## config.mk

```make
export PLATFORM = sky130hd
export DESIGN_NAME = mult_div_unit_flat
export DESIGN_NICKNAME = d
export VERILOG_FILES = /design/src/rtl/mult_div_unit_if.sv /design/src/rtl/mult_div_unit.sv /design/src/flat_wrapper.sv
export SDC_FILE = /design/constraint.sdc
export NUM_CORES = 1
export LEC_CHECK = 0
export ABC_CLOCK_PERIOD_IN_PS = 9400
export BUFFER_PORTS_ARGS = -buffer_cell sky130_fd_sc_hd__clkbuf_2
export CORE_MARGIN = 2
export CORE_UTILIZATION = 40
export DETAILED_ROUTE_END_ITERATION = 16
export PLACE_DENSITY = 0.6
export SYNTH_ARGS = -nofsm -noshare
export SYNTH_HDL_FRONTEND = slang
export SYNTH_SLANG_ARGS = --single-unit
export TNS_END_PERCENT = 50
```

## constraint.sdc

```tcl
create_clock -name clk -period 9.4 [get_ports clk]
set_input_delay 1.88 -clock clk [delete_from_list [all_inputs] [get_ports clk]]
set_output_delay 1.88 -clock clk [all_outputs]
set_load 0.01 [all_outputs]
```

## src/rtl/mult_div_unit_if.sv

```systemverilog
// Operand/result bundle between the opcode control logic and the multicycle MULT/DIV unit.
interface mult_div_unit_if #(
    parameter int WIDTH = 32
);
    logic [4:0]       ControlType;
    logic [WIDTH-1:0] op_a;
    logic [WIDTH-1:0] op_b;
    logic [WIDTH-1:0] hi;
    logic [WIDTH-1:0] lo;
    logic             busy;
    logic             done;
    logic             divby0flag;

    modport master (
        output ControlType, op_a, op_b,
        input  hi, lo, busy, done, divby0flag
    );

    modport slave (
        input  ControlType, op_a, op_b,
        output hi, lo, busy, done, divby0flag
    );
endinterface

```

## src/rtl/mult_div_unit.sv

```systemverilog
// Iterative signed MULT (Booth radix-2) / DIV (restoring) unit owning the HI/LO registers.
// One step per clock; hi/lo change only in the single FIN cycle, which also pulses done.
module mult_div_unit #(
    parameter int WIDTH = 32,
    parameter int CNTW  = 6
) (
    input  logic           clk,
    input  logic           reset_n,
    mult_div_unit_if.slave bus
);

    localparam logic [4:0]      CT_MULT = 5'b01010;
    localparam logic [4:0]      CT_DIV  = 5'b01001;
    localparam logic [CNTW-1:0] LAST    = CNTW'(WIDTH - 1);

    typedef enum logic [1:0] {IDLE, MULT, DIV, FIN} state_t;

    state_t           state, next_state;
    logic [CNTW-1:0]  cnt;
    logic [WIDTH:0]   acc;
    logic [WIDTH-1:0] qreg;
    logic             qm1;
    logic [WIDTH:0]   mreg;
    logic             is_div;
    logic             neg_q;
    logic             neg_r;

    logic             start_mult;
    logic             start_div;
    logic             div_zero;
    logic [WIDTH-1:0] abs_a;
    logic [WIDTH:0]   abs_b;
    logic [WIDTH:0]   booth_sum;
    logic [WIDTH:0]   div_shift;
    logic             div_ge;
    logic [WIDTH-1:0] quot_out;
    logic [WIDTH-1:0] rem_out;

    assign start_mult = (bus.ControlType == CT_MULT);
    assign start_div  = (bus.ControlType == CT_DIV) && (bus.op_b != '0);
    assign div_zero   = (bus.ControlType == CT_DIV) && (bus.op_b == '0);

    // Magnitudes are unsigned, so |most negative| = 2^(W-1) is representable;
    // the divisor carries a guard bit so the W+1-bit partial remainder compares cleanly.
    assign abs_a = bus.op_a[WIDTH-1] ? (~bus.op_a + WIDTH'(1)) : bus.op_a;
    assign abs_b = {1'b0, (bus.op_b[WIDTH-1] ? (~bus.op_b + WIDTH'(1)) : bus.op_b)};

    always_comb begin
        booth_sum = acc;
        case ({qreg[0], qm1})
            2'b01:   booth_sum = acc + mreg;
            2'b10:   booth_sum = acc - mreg;
            default: booth_sum = acc;
        endcase
    end

    assign div_shift = {acc[WIDTH-1:0], qreg[WIDTH-1]};
    assign div_ge    = (div_shift >= mreg);
    assign quot_out  = neg_q ? (~qreg + WIDTH'(1)) : qreg;
    assign rem_out   = neg_r ? (~acc[WIDTH-1:0] + WIDTH'(1)) : acc[WIDTH-1:0];

    always_ff @(posedge clk or negedge reset_n) begin
        if (!reset_n) begin
            state <= IDLE;
        end else begin
            state <= next_state;
        end
    end

    always_comb begin
        next_state = state;
        case (state)
            IDLE: begin
                if (start_mult) begin
                    next_state = MULT;
                end else if (start_div) begin
                    next_state = DIV;
                end
            end
            MULT:    if (cnt == LAST) next_state = FIN;
            DIV:     if (cnt == LAST) next_state = FIN;
            FIN:     next_state = IDLE;
            default: next_state = IDLE;
        endcase
    end

    always_ff @(posedge clk or negedge reset_n) begin
        if (!reset_n) begin
            cnt            <= '0;
            acc            <= '0;
            qreg           <= '0;
            qm1            <= 1'b0;
            mreg           <= '0;
            is_div         <= 1'b0;
            neg_q          <= 1'b0;
            neg_r          <= 1'b0;
            bus.hi         <= '0;
            bus.lo         <= '0;
            bus.done       <= 1'b0;
            bus.divby0flag <= 1'b0;
        end else begin
            bus.done       <= 1'b0;
            bus.divby0flag <= (state == IDLE) && div_zero;
            case (state)
                IDLE: begin
                    cnt <= '0;
                    if (start_mult) begin
                        acc    <= '0;
                        qreg   <= bus.op_b;
                        qm1    <= 1'b0;
                        mreg   <= {bus.op_a[WIDTH-1], bus.op_a};
                        is_div <= 1'b0;
                        neg_q  <= 1'b0;
                        neg_r  <= 1'b0;
                    end else if (start_div) begin
                        acc    <= '0;
                        qreg   <= abs_a;
                        qm1    <= 1'b0;
                        mreg   <= abs_b;
                        is_div <= 1'b1;
                        neg_q  <= bus.op_a[WIDTH-1] ^ bus.op_b[WIDTH-1];
                        neg_r  <= bus.op_a[WIDTH-1];
                    end
                end
                MULT: begin
                    acc  <= {booth_sum[WIDTH], booth_sum[WIDTH:1]};
                    qreg <= {booth_sum[0], qreg[WIDTH-1:1]};
                    qm1  <= qreg[0];
                    cnt  <= cnt + CNTW'(1);
                end
                DIV: begin
                    acc  <= div_ge ? (div_shift - mreg) : div_shift;
                    qreg <= {qreg[WIDTH-2:0], div_ge};
                    cnt  <= cnt + CNTW'(1);
                end
                FIN: begin
                    bus.done <= 1'b1;
                    if (is_div) begin
                        bus.hi <= rem_out;
                        bus.lo <= quot_out;
                    end else begin
                        bus.hi <= acc[WIDTH-1:0];
                        bus.lo <= qreg;
                    end
                end
                default: ;
            endcase
        end
    end

    assign bus.busy = (state == MULT) || (state == DIV);

endmodule

```

## src/flat_wrapper.sv

```systemverilog
// flat-port wrapper written by rule: the top's interface ports become plain ports
module mult_div_unit_flat 
#(
    parameter int WIDTH = 32,
    parameter int CNTW  = 6
)
  (clk, reset_n, bus_ControlType, bus_op_a, bus_op_b, bus_hi, bus_lo, bus_busy, bus_done, bus_divby0flag);
  mult_div_unit_if #(.WIDTH(WIDTH)) bus_i ();
  input  logic clk;
  input  logic reset_n;
  input wire logic [$bits(bus_i.ControlType)-1:0] bus_ControlType;
  input wire logic [$bits(bus_i.op_a)-1:0] bus_op_a;
  input wire logic [$bits(bus_i.op_b)-1:0] bus_op_b;
  output wire logic [$bits(bus_i.hi)-1:0] bus_hi;
  output wire logic [$bits(bus_i.lo)-1:0] bus_lo;
  output wire logic [$bits(bus_i.busy)-1:0] bus_busy;
  output wire logic [$bits(bus_i.done)-1:0] bus_done;
  output wire logic [$bits(bus_i.divby0flag)-1:0] bus_divby0flag;
  assign bus_i.ControlType = bus_ControlType;
  assign bus_i.op_a = bus_op_a;
  assign bus_i.op_b = bus_op_b;
  assign bus_hi = bus_i.hi;
  assign bus_lo = bus_i.lo;
  assign bus_busy = bus_i.busy;
  assign bus_done = bus_i.done;
  assign bus_divby0flag = bus_i.divby0flag;
  mult_div_unit #(.WIDTH(WIDTH), .CNTW(CNTW)) u_core (.clk(clk), .reset_n(reset_n), .bus(bus_i));
endmodule
```

== Yosys cells after proc, flatten, opt, wreduce, memory -nomap -nowiden ==
Index checks and enable logic that the tools add are counted.

* Register bits after elaboration: 176
* Input port bits: 71
* Logic and storage cells: 84
* Output and inout bits: 67

* Eq/ne operators: 10
* Reduce and logical (&&, ||, !) cells: 16
* $add $sub $neg: 8
* Muxes and demuxes: 31
* Bitwise gates (word level): 5
* Order comparisons: 1

{| class="wikitable"
|+ Operators by type and width
! kind !! count
|-
| 32-bit 2-to-1 mux || 8
|-
| 33-bit 2-to-1 mux || 5
|-
| 32-bit by 1-bit adder with 32-bit output (second input constant) || 4
|-
| 32-bit inverter || 4
|-
| 33-bit case mux with 3 select lines || 1
|-
| 32-bit case mux with 3 select lines || 1
|-
| 33-bit case mux with 2 select lines || 1
|-
| 33-bit subtractor || 2
|-
| 33-bit adder || 1
|-
| 33-bit >= comparator || 1
|-
| 32-bit zero test || 1
|-
| 32-bit nonzero test || 1
|-
| 6-bit case mux with 2 select lines || 1
|-
| 5-bit by 4-bit == test with 1-bit output (second input constant) || 2
|-
| 1-bit 2-to-1 mux || 9
|-
| 2-bit AND reduction || 4
|-
| 6-bit by 1-bit adder with 6-bit output (second input constant) || 1
|-
| 2-bit == test (second input constant) || 3
|-
| 6-bit by 5-bit == test with 1-bit output (second input constant) || 1
|-
| 2-bit 2-to-1 mux || 3
|-
| 2-bit case mux with 3 select lines || 1
|-
| 2-bit nonzero test || 3
|-
| 2-bit by 1-bit == test with 1-bit output (second input constant) || 2
|-
| 1-bit logical AND || 3
|-
| other kinds (8) || 8
|}

== Logic depth before layout (Yosys ltp) ==
Gate-level depths: netlist of the first run.

* Depth in word-level cells: 6
* Gate-level depth with buffers: 18
* Mapped depth without buffers: 18

== Least setup slack after synthesis of the first run ==
Ideal clock, no wire load.

* Path kind: input to register
* Start point: input port bus_op_b[1]
* End point: register u_core.acc[27]
* Stages: 10
* Slack: 4.951 ns
* Setup time: 0.139 ns
* Arrival time: 4.311 ns
* Required time: 9.261 ns
* Buffers on the path: 0
* Cells stage by stage: inv_1 ha_1 or3b_1 or4_4 nor4_4 o211ai_4 and3_1 a22o_1 a2111oi_2 nand3_1

* Longest elaborated chain between the ends: 4

{| class="wikitable"
|+ Ends and longest elaborated chain
! what !! line !! source
|-
| start, declared || flat_wrapper.sv:13 || <nowiki>input wire logic [$bits(bus_i.op_b)-1:0] bus_op_b;</nowiki>
|-
| 32-bit nonzero test || mult_div_unit.sv:40 || <nowiki>assign start_div = (bus.ControlType == CT_DIV) && (bus.op_b != '0);</nowiki>
|-
| 1-bit logical AND || mult_div_unit.sv:40 ||
|-
| 3-bit by 1-bit inequality test with 1-bit output (no source line) || - ||
|-
| 2-bit AND reduction (no source line) || - ||
|-
| end signal, assigned || mult_div_unit.sv:126 || <nowiki>acc <= {booth_sum[WIDTH], booth_sum[WIDTH:1]};</nowiki>
|-
| end signal, assigned || mult_div_unit.sv:132 || <nowiki>acc <= div_ge ? (div_shift - mreg) : div_shift;</nowiki>
|-
| end, declared || mult_div_unit.sv:20 || <nowiki>logic [WIDTH:0] acc;</nowiki>
|}

Every way passes these cells.
A chain may end at the register's enable or synchronous reset.

== Final worst setup path of the first run ==
* Start point: register u_core.mreg[5]
* End point: register u_core.acc[32]

* Longest elaborated chain between the ends: 3
* Elaborated cells on any way between the ends: 7
* Classes of those cells: add/sub: 3; order compare: 1; mux: 3

{| class="wikitable"
|+ Ends and longest elaborated chain
! what !! line !! source
|-
| start, declared || mult_div_unit.sv:23 || <nowiki>logic [WIDTH:0] mreg;</nowiki>
|-
| start signal, assigned || mult_div_unit.sv:111 || <nowiki>mreg <= {bus.op_a[WIDTH-1], bus.op_a};</nowiki>
|-
| start signal, assigned || mult_div_unit.sv:119 || <nowiki>mreg <= abs_b;</nowiki>
|-
| 33-bit subtractor (tied with other cells) || mult_div_unit.sv:52 || <nowiki>2'b10: booth_sum = acc - mreg;</nowiki>
|-
| 33-bit case mux with 2 select lines / 33-bit 2-to-1 mux (equally long branches) || mult_div_unit.sv:50, mult_div_unit.sv:132 ||
|-
| 33-bit case mux with 3 select lines * || mult_div_unit.sv:104 || <nowiki>case (state)</nowiki>
|}

Mark *: on every way between the ends. The rest lies on a longest branch, timed or not.

==> results of run 1 <==
registers in the layout, indices dropped and copies added, names as in the netlist:
register               flops
u_core.acc                33
u_core.mreg               33
u_core.bus.hi             32
u_core.bus.lo             32
u_core.qreg               32
u_core.cnt                 6
u_core.state               2
u_core.bus.divby0flag      1
u_core.bus.done            1
u_core.is_div              1
u_core.neg_q               1
u_core.neg_r               1
u_core.qm1                 1
power groups by stage:
stage	combinational, mW	clock, mW	sequential [mW]
6_report	5.07	0.720	1.62
5_1_grt	5.64	0.773	1.68
4_1_cts	5.04	0.738	1.61
3_5_place_dp	5.01	0	1.63
3_3_place_gp	4.97	0	1.61
2_1_floorplan	3.85	0	1.47
layer usage:
layer,wire [um],track usage (%)
met2,21850,37.79
met3,2671,3.344
met5,0,0
met4,1161,7.460
met1,23710,34.57
final cells by class:
type / instances / area, sq um / area share [%]
tap: 511 / 639.4 / 3.764
timing repair buffer: 151 / 797.0 / 4.692
clock buffer: 17 / 425.4 / 2.505
inverter: 71 / 266.5 / 1.569
clock inverter: 15 / 168.9 / 0.9945
sequential: 176 / 4404 / 25.93
multi-input combinational: 1623 / 10280 / 60.55
logic make-up (layout without fill, tap and decap cells):
kind of cell | after synthesis | in the layout
AOI/OAI and AO/OA | 677 | 677
and+or+nand+nor | 634 | 634
xor gates and xnor gates | 199 | 199
buffers and inverters | 199 | 254
DFF | 176 | 176
adders and majority gates | 80 | 80
muxes | 33 | 33
per-stage QoR:
stage / total power [mW] / util, % / hold slack [ns] / worst slack, ns / cells
after CTS: 7.396 / 44.88 / 0.5049 / 4.456 / 2564
after global placement: 6.583 / 43.31 / 0.4751 / 4.084 / 2532
after floorplan: 5.325 / - / 0.4622 / 4.951 / 1998
after detailed placement: 6.641 / 43.31 / 0.4887 / 3.961 / 2532
final: 7.408 / 44.88 / 0.5054 / 4.380 / 2564
after global routing: 8.091 / 44.88 / 0.5376 / 4.134 / 2564
worst paths after layout:
path,depth (start not counted),startpoint,slack (ns),to
max in group asynchronous,3,reset_n,6.12,u_core.mreg[32]
hold reg to reg,1,u_core.qm1,0.51,u_core.qm1
setup / recovery,16,u_core.mreg[5],4.38,u_core.acc[32]
setup reg to reg,16,u_core.mreg[5],4.38,u_core.acc[32]
min in group asynchronous,1,reset_n,1.40,u_core.bus.hi[30]
hold / removal,1,u_core.qm1,0.51,u_core.qm1
worst max-delay path, stage by stage, from the launching register on:
cell and delay (ns):
dfrtp_1 0.44, or4_1 0.60, nor4_1 0.37, and3_1 0.37
and3_1 0.32, a31oi_1 0.14, xnor2_1 0.33, ha_1 0.34
a21o_1 0.19, a21oi_1 0.26, o21bai_1 0.10, a2111oi_0 0.46
o2bb2ai_1 0.16, a211o_1 0.24, o311ai_0 0.12, mux2_1 0.39
o2111ai_1 0.09
cells in the final DEF (no fill, tap or decap), types with 18 or more instances in the layout:
cell type    n
clkbuf_2   136
nand2b_1    21
nor4_1      28
o211ai_1    19
a31oi_1     30
nor2_1     189
a21oi_1    198
nand2_1    215
o31ai_1     29
mux2i_1     25
a21o_1      42
a22oi_1     49
nor3_1      27
dfrtp_1    176
o21ai_0    140
and3_1      18
xnor2_1    109
xor2_1      90
o21ai_1     60
nand3_1     28
inv_1       71
ha_1        76
==> results.cfg, run 1 <==
[clock_tree]
cts_setup_buffers = 0
clockRootBuffer = clkbuf_16
htreeDepth = 4
clkSlewWorstSetupHoldPaths_ns = 0.08
clk_latency_ns = 0.46
ctsResizeCount = 0
clock_sinks = 176
cts_tree = built
clockBufferDepth = 2
numCtsBuffers = 17
postCtsHoldBufs = 0

[finish]
final_area_sq_um = 16990
fillers = 3898
drive_above_1_share_pct = 10.42
nNetsFinal = 2191
antenna_cells = 0
area_growth_pct = 9.945

[synthesis]
synth_most_common_cell = nand2_1
synth_cell_types = 77
async_flop_share_pct = 100.0
synth_edf_count = 0
netlist.area_leader.share_pct = 28.51
synth_top_family_by_area = compound AO/OA/AOI/OAI gates
synth_xor_area_share_pct = 11.28
syn_nets = 2149
ys_seq_area_share_pct = 28.51
mappedNetlistArea_sq_um = 15450
synth-simple-area-share_pct = 19.37
ys_top_cells_by_count = nand2_1, a21oi_1, nor2_1
synth_compound_gate_area_share_pct = 26.99
synthTopCellsByArea = dfrtp_1, a21oi_1, ha_1, xnor2_1, nand2_1
yosys_warnings = 0
yosys_register_bits = 176
yosys.area_share.adder_pct = 6.576
synthFlopType = dfrtp_1
synthCells = 1998
avgSynthCellArea_sq_um = 7.732
synth_largest_area_cell = dfrtp_1
synthMuxAreaShare_pct = 2.203

[power_and_ir_drop]
netSwitchingPower_mw = 3.951
peakVddDrop_mv = 0.2492
swShare_pct = 53.34
p_seq_share_pct = 21.9
power.density_nw_per_um2 = 436.2
pwr-share-comb_pct = 68.4
pwr-share-clk_pct = 9.7
internal-power_mw = 3.457
power.static_leakage_nw = 7.359

[setup_path]
endpoint_kind = flop
crit_path_start_kind = flop
crit_type = flop to flop
arrival_ns = 5.40
critPathMaxFanout = 6
cp.required_ns = 9.78

[global_route]
grt_pass1_wl_mm = 77.40
grt_pass1_vias = 13770
grt.total_usage_pct = 24.18
grt_max_degree = 81
overflow = 0
antenna_found_initial = 0

[floorplanning]
start_util_pct = 40.82
die-area_sq_um = 40210
core-area_sq_um = 37840
dieHeight_um = 200.5
io-pin-count = 138
die_x_um = 200.5
num_rows = 71

[routing]
wl_mm = 49.39
firstDrtPassIters = 6
route.detailed.wl_per_inst_um = 19.26
drtAntennaViolNets = 0
vias_per_cell = 5.751
drtIter0Drc = 1223
vias = 14750
drc = 0

[min_path]
hp-class = flop to flop

[sta]
finalCriticalPeriod_ns = 5.020
relSlewSlack_pct = 23.02
setup_viol = 0
max_freq_ghz = 0.1992
drv_slew = 0
skew_ns = 0.01553
fin_tns_setup_ns = 0
finalCritPeriodShare_pct = 53.40
worstMarginPinSlew_ns = 1.151
hold_viol_final = 0
rsz0062_at_grt = false

[run_status]
status = finished clean

[place]
dpl_cell_area_sq_um = 16390
dp.final_hpwl_mm = 38.31
portBuffers = 137
routabilityCongestion = 0.9422

[job]
maxCapViolations = 0
No activity file was read; power rests on OpenSTA's default activity.
==> run 2: changes to the inputs <==
--- a/config.mk
+++ b/config.mk
@@ -5,7 +5,8 @@
 export SDC_FILE = /design/constraint.sdc
 export NUM_CORES = 1
 export LEC_CHECK = 0
-export ABC_CLOCK_PERIOD_IN_PS = 9400
+export ABC_AREA = 1
+export ABC_CLOCK_PERIOD_IN_PS = 5100
 export BUFFER_PORTS_ARGS = -buffer_cell sky130_fd_sc_hd__clkbuf_2
 export CORE_MARGIN = 2
 export CORE_UTILIZATION = 40
==> constraint.sdc (replaced) <==
create_clock -name clk -period 5.1 [get_ports clk]
set_input_delay 1.02 -clock clk [delete_from_list [all_inputs] [get_ports clk]]
set_output_delay 1.02 -clock clk [all_outputs]
set_load 0.01 [all_outputs]
==> results.cfg, run 2 <==
[run_status]
status = finished clean

[sta]
rsz0062_at_grt = false
relSlewSlack_pct = 32.87
finalCriticalPeriod_ns = 3.961
finalCritPeriodShare_pct = 77.67
skew_ns = 0.02152
drv_slew = 0
setup_viol = 0
max_freq_ghz = 0.2525
fin_tns_setup_ns = 0
hold_viol_final = 0
worstMarginPinSlew_ns = 1.007

[floorplanning]
dieHeight_um = 211.3
die_x_um = 211.3
die-area_sq_um = 44650
start_util_pct = 40.71
core-area_sq_um = 42230
io-pin-count = 138
num_rows = 75

[finish]
nNetsFinal = 2960
area_growth_pct = 9.273
final_area_sq_um = 18780
largest_registers = u_core.acc (33), u_core.mreg (33)
drive_above_1_share_pct = 9.213
final_common_cell = nand2_1
fillers = 4637
layout_common_cells = nand2_1, inv_1, nor2_1
antenna_cells = 0
utilization_pct = 44.48

[setup_path]
crit_end = u_core.acc[30]
r2r_end = u_core.acc[30]
critPathMaxFanout = 6
arrival_ns = 4.33
r2r_cells = 20
crit_start = u_core.mreg[1]
reg2reg_setup_slack_ns = 1.14
crit_type = flop to flop
crit_path_start_kind = flop
endpoint_kind = flop
cp.required_ns = 5.47
r2r-start = u_core.mreg[1]

[global_route]
overflow = 0
met2_usage_pct = 53.92
grt_pass1_vias = 17930
top_usage_layer = met2
grt.total_usage_pct = 30.74
met1_usage_pct = 36.38
grt_pass1_wl_mm = 104.0
grt_util_met3_pct = 3.130
antenna_found_initial = 0
grt_max_degree = 98

[synthesis]
synthCells = 2738
synthTopCellsByArea = dfrtp_1, nand2_1, nand3_1, inv_1, xor2_1
mappedNetlistArea_sq_um = 17190
ys_seq_area_share_pct = 25.62
netlist.area_leader.share_pct = 25.62
synth_edf_count = 0
synth_cell_types = 57
async_flop_share_pct = 100.0
synth_largest_area_cell = dfrtp_1
yosys_warnings = 0
syn_nets = 2889
synthFlopType = dfrtp_1
avgSynthCellArea_sq_um = 6.278
synth_most_common_cell = nand2_1
ys_top_cells_by_count = nand2_1, inv_1, nor2_1
yosys_register_bits = 176

[clock_tree]
ctsResizeCount = 0
clockRootBuffer = clkbuf_16
clock_sinks = 176
htreeDepth = 4
numCtsBuffers = 17
cts_setup_buffers = 0
clockBufferDepth = 2
postCtsHoldBufs = 0
clk_latency_ns = 0.48
clkSlewWorstSetupHoldPaths_ns = 0.08
cts_tree = built

[power_and_ir_drop]
power.static_leakage_nw = 9.537
peakVddDrop_mv = 0.3655
power.density_nw_per_um2 = 734.3
power_mw = 13.79

[place]
dp.final_hpwl_mm = 54.55
portBuffers = 137
routabilityCongestion = 1.007
dpl_cell_area_sq_um = 18180

[job]
maxCapViolations = 0

[routing]
vias_per_cell = 5.534
drtAntennaViolNets = 0
firstDrtPassIters = 7
route.detailed.wl_per_inst_um = 20.30
vias = 18600
drc = 0
drtIter0Drc = 1220
wl_mm = 68.23

[min_path]
hp-class = flop to flop
-- run 2: routing by layer --
metal  vias to the layer above  part of all wire (%)
met4                         0                   6.4
met2                       574                    49
met3                       159                   4.2
met5                         -                     0
li1                       9135                     -
met1                      8731                    41
-- run 2: cell families after synthesis --
logic type | Yosys count | synth area share [%]
and+or+nand+nor | 1418 | 35.15
AOI/OAI and AO/OA | 536 | 17.37
buffers and inverters | 400 | 9.433
DFF | 176 | 25.62
xor gates and xnor gates | 128 | 6.522
adders and majority gates | 80 | 5.910
-- run 2: how the worst min path moves through the flow --
stage / cells after the start / from / to / slack [ns]
2_1_floorplan: 2 / u_core.neg_r / u_core.neg_r / 0.45
3_3_place_gp: 2 / u_core.neg_r / u_core.neg_r / 0.47
3_5_place_dp: 2 / u_core.bus.lo[9] / u_core.bus.lo[9] / 0.47
4_1_cts: 2 / u_core.bus.lo[9] / u_core.bus.lo[9] / 0.49
5_1_grt: 2 / u_core.bus.lo[9] / u_core.bus.lo[9] / 0.51
6_report: 2 / u_core.bus.lo[0] / u_core.bus.lo[0] / 0.49
-- run 2: final cells by class --
type	instances	area, sq um	share of cell area [%]
flip-flops and latches	176	4404	23.45
clock inverters	14	161.4	0.8593
well taps	539	674.4	3.590
multi-input cells	2162	11160	59.44
inverters	302	1136	6.048
clock buffers	18	439.2	2.338
repair buffers	150	804.5	4.283
-- run 2: metrics by stage --
step | setup slack (ns) | std cells | hold WS (ns)
floorplan | 2.049 | 2738 | 0.4520
global placement | 1.223 | 3329 | 0.4699
detailed placement | 1.236 | 3329 | 0.4733
CTS | 1.221 | 3361 | 0.4927
global route | 0.7211 | 3361 | 0.5078
finish | 1.139 | 3361 | 0.4855
-- run 2: power by group --
part	switching, mW	internal, mW
clock	0.729	0.674
combinational	6.63	2.97
sequential	0.795	1.99
-- run 2: worst max-delay path, cell delays in order, from the launching register on --
cell	delay, ns
dfrtp_1	0.39
inv_1	0.18
ha_1	0.23
nand3_1	0.11
nor2_1	0.28
nand4_1	0.19
o31ai_1	0.56
xor2_1	0.14
ha_1	0.38
a21oi_1	0.25
o21ai_0	0.20
a21oi_1	0.28
nor2_1	0.08
nor2_1	0.13
nand2_1	0.07
nand2_1	0.05
nand3_1	0.06
nand2_1	0.08
nand2_1	0.05
nand2_1	0.05
nand2_1	0.06
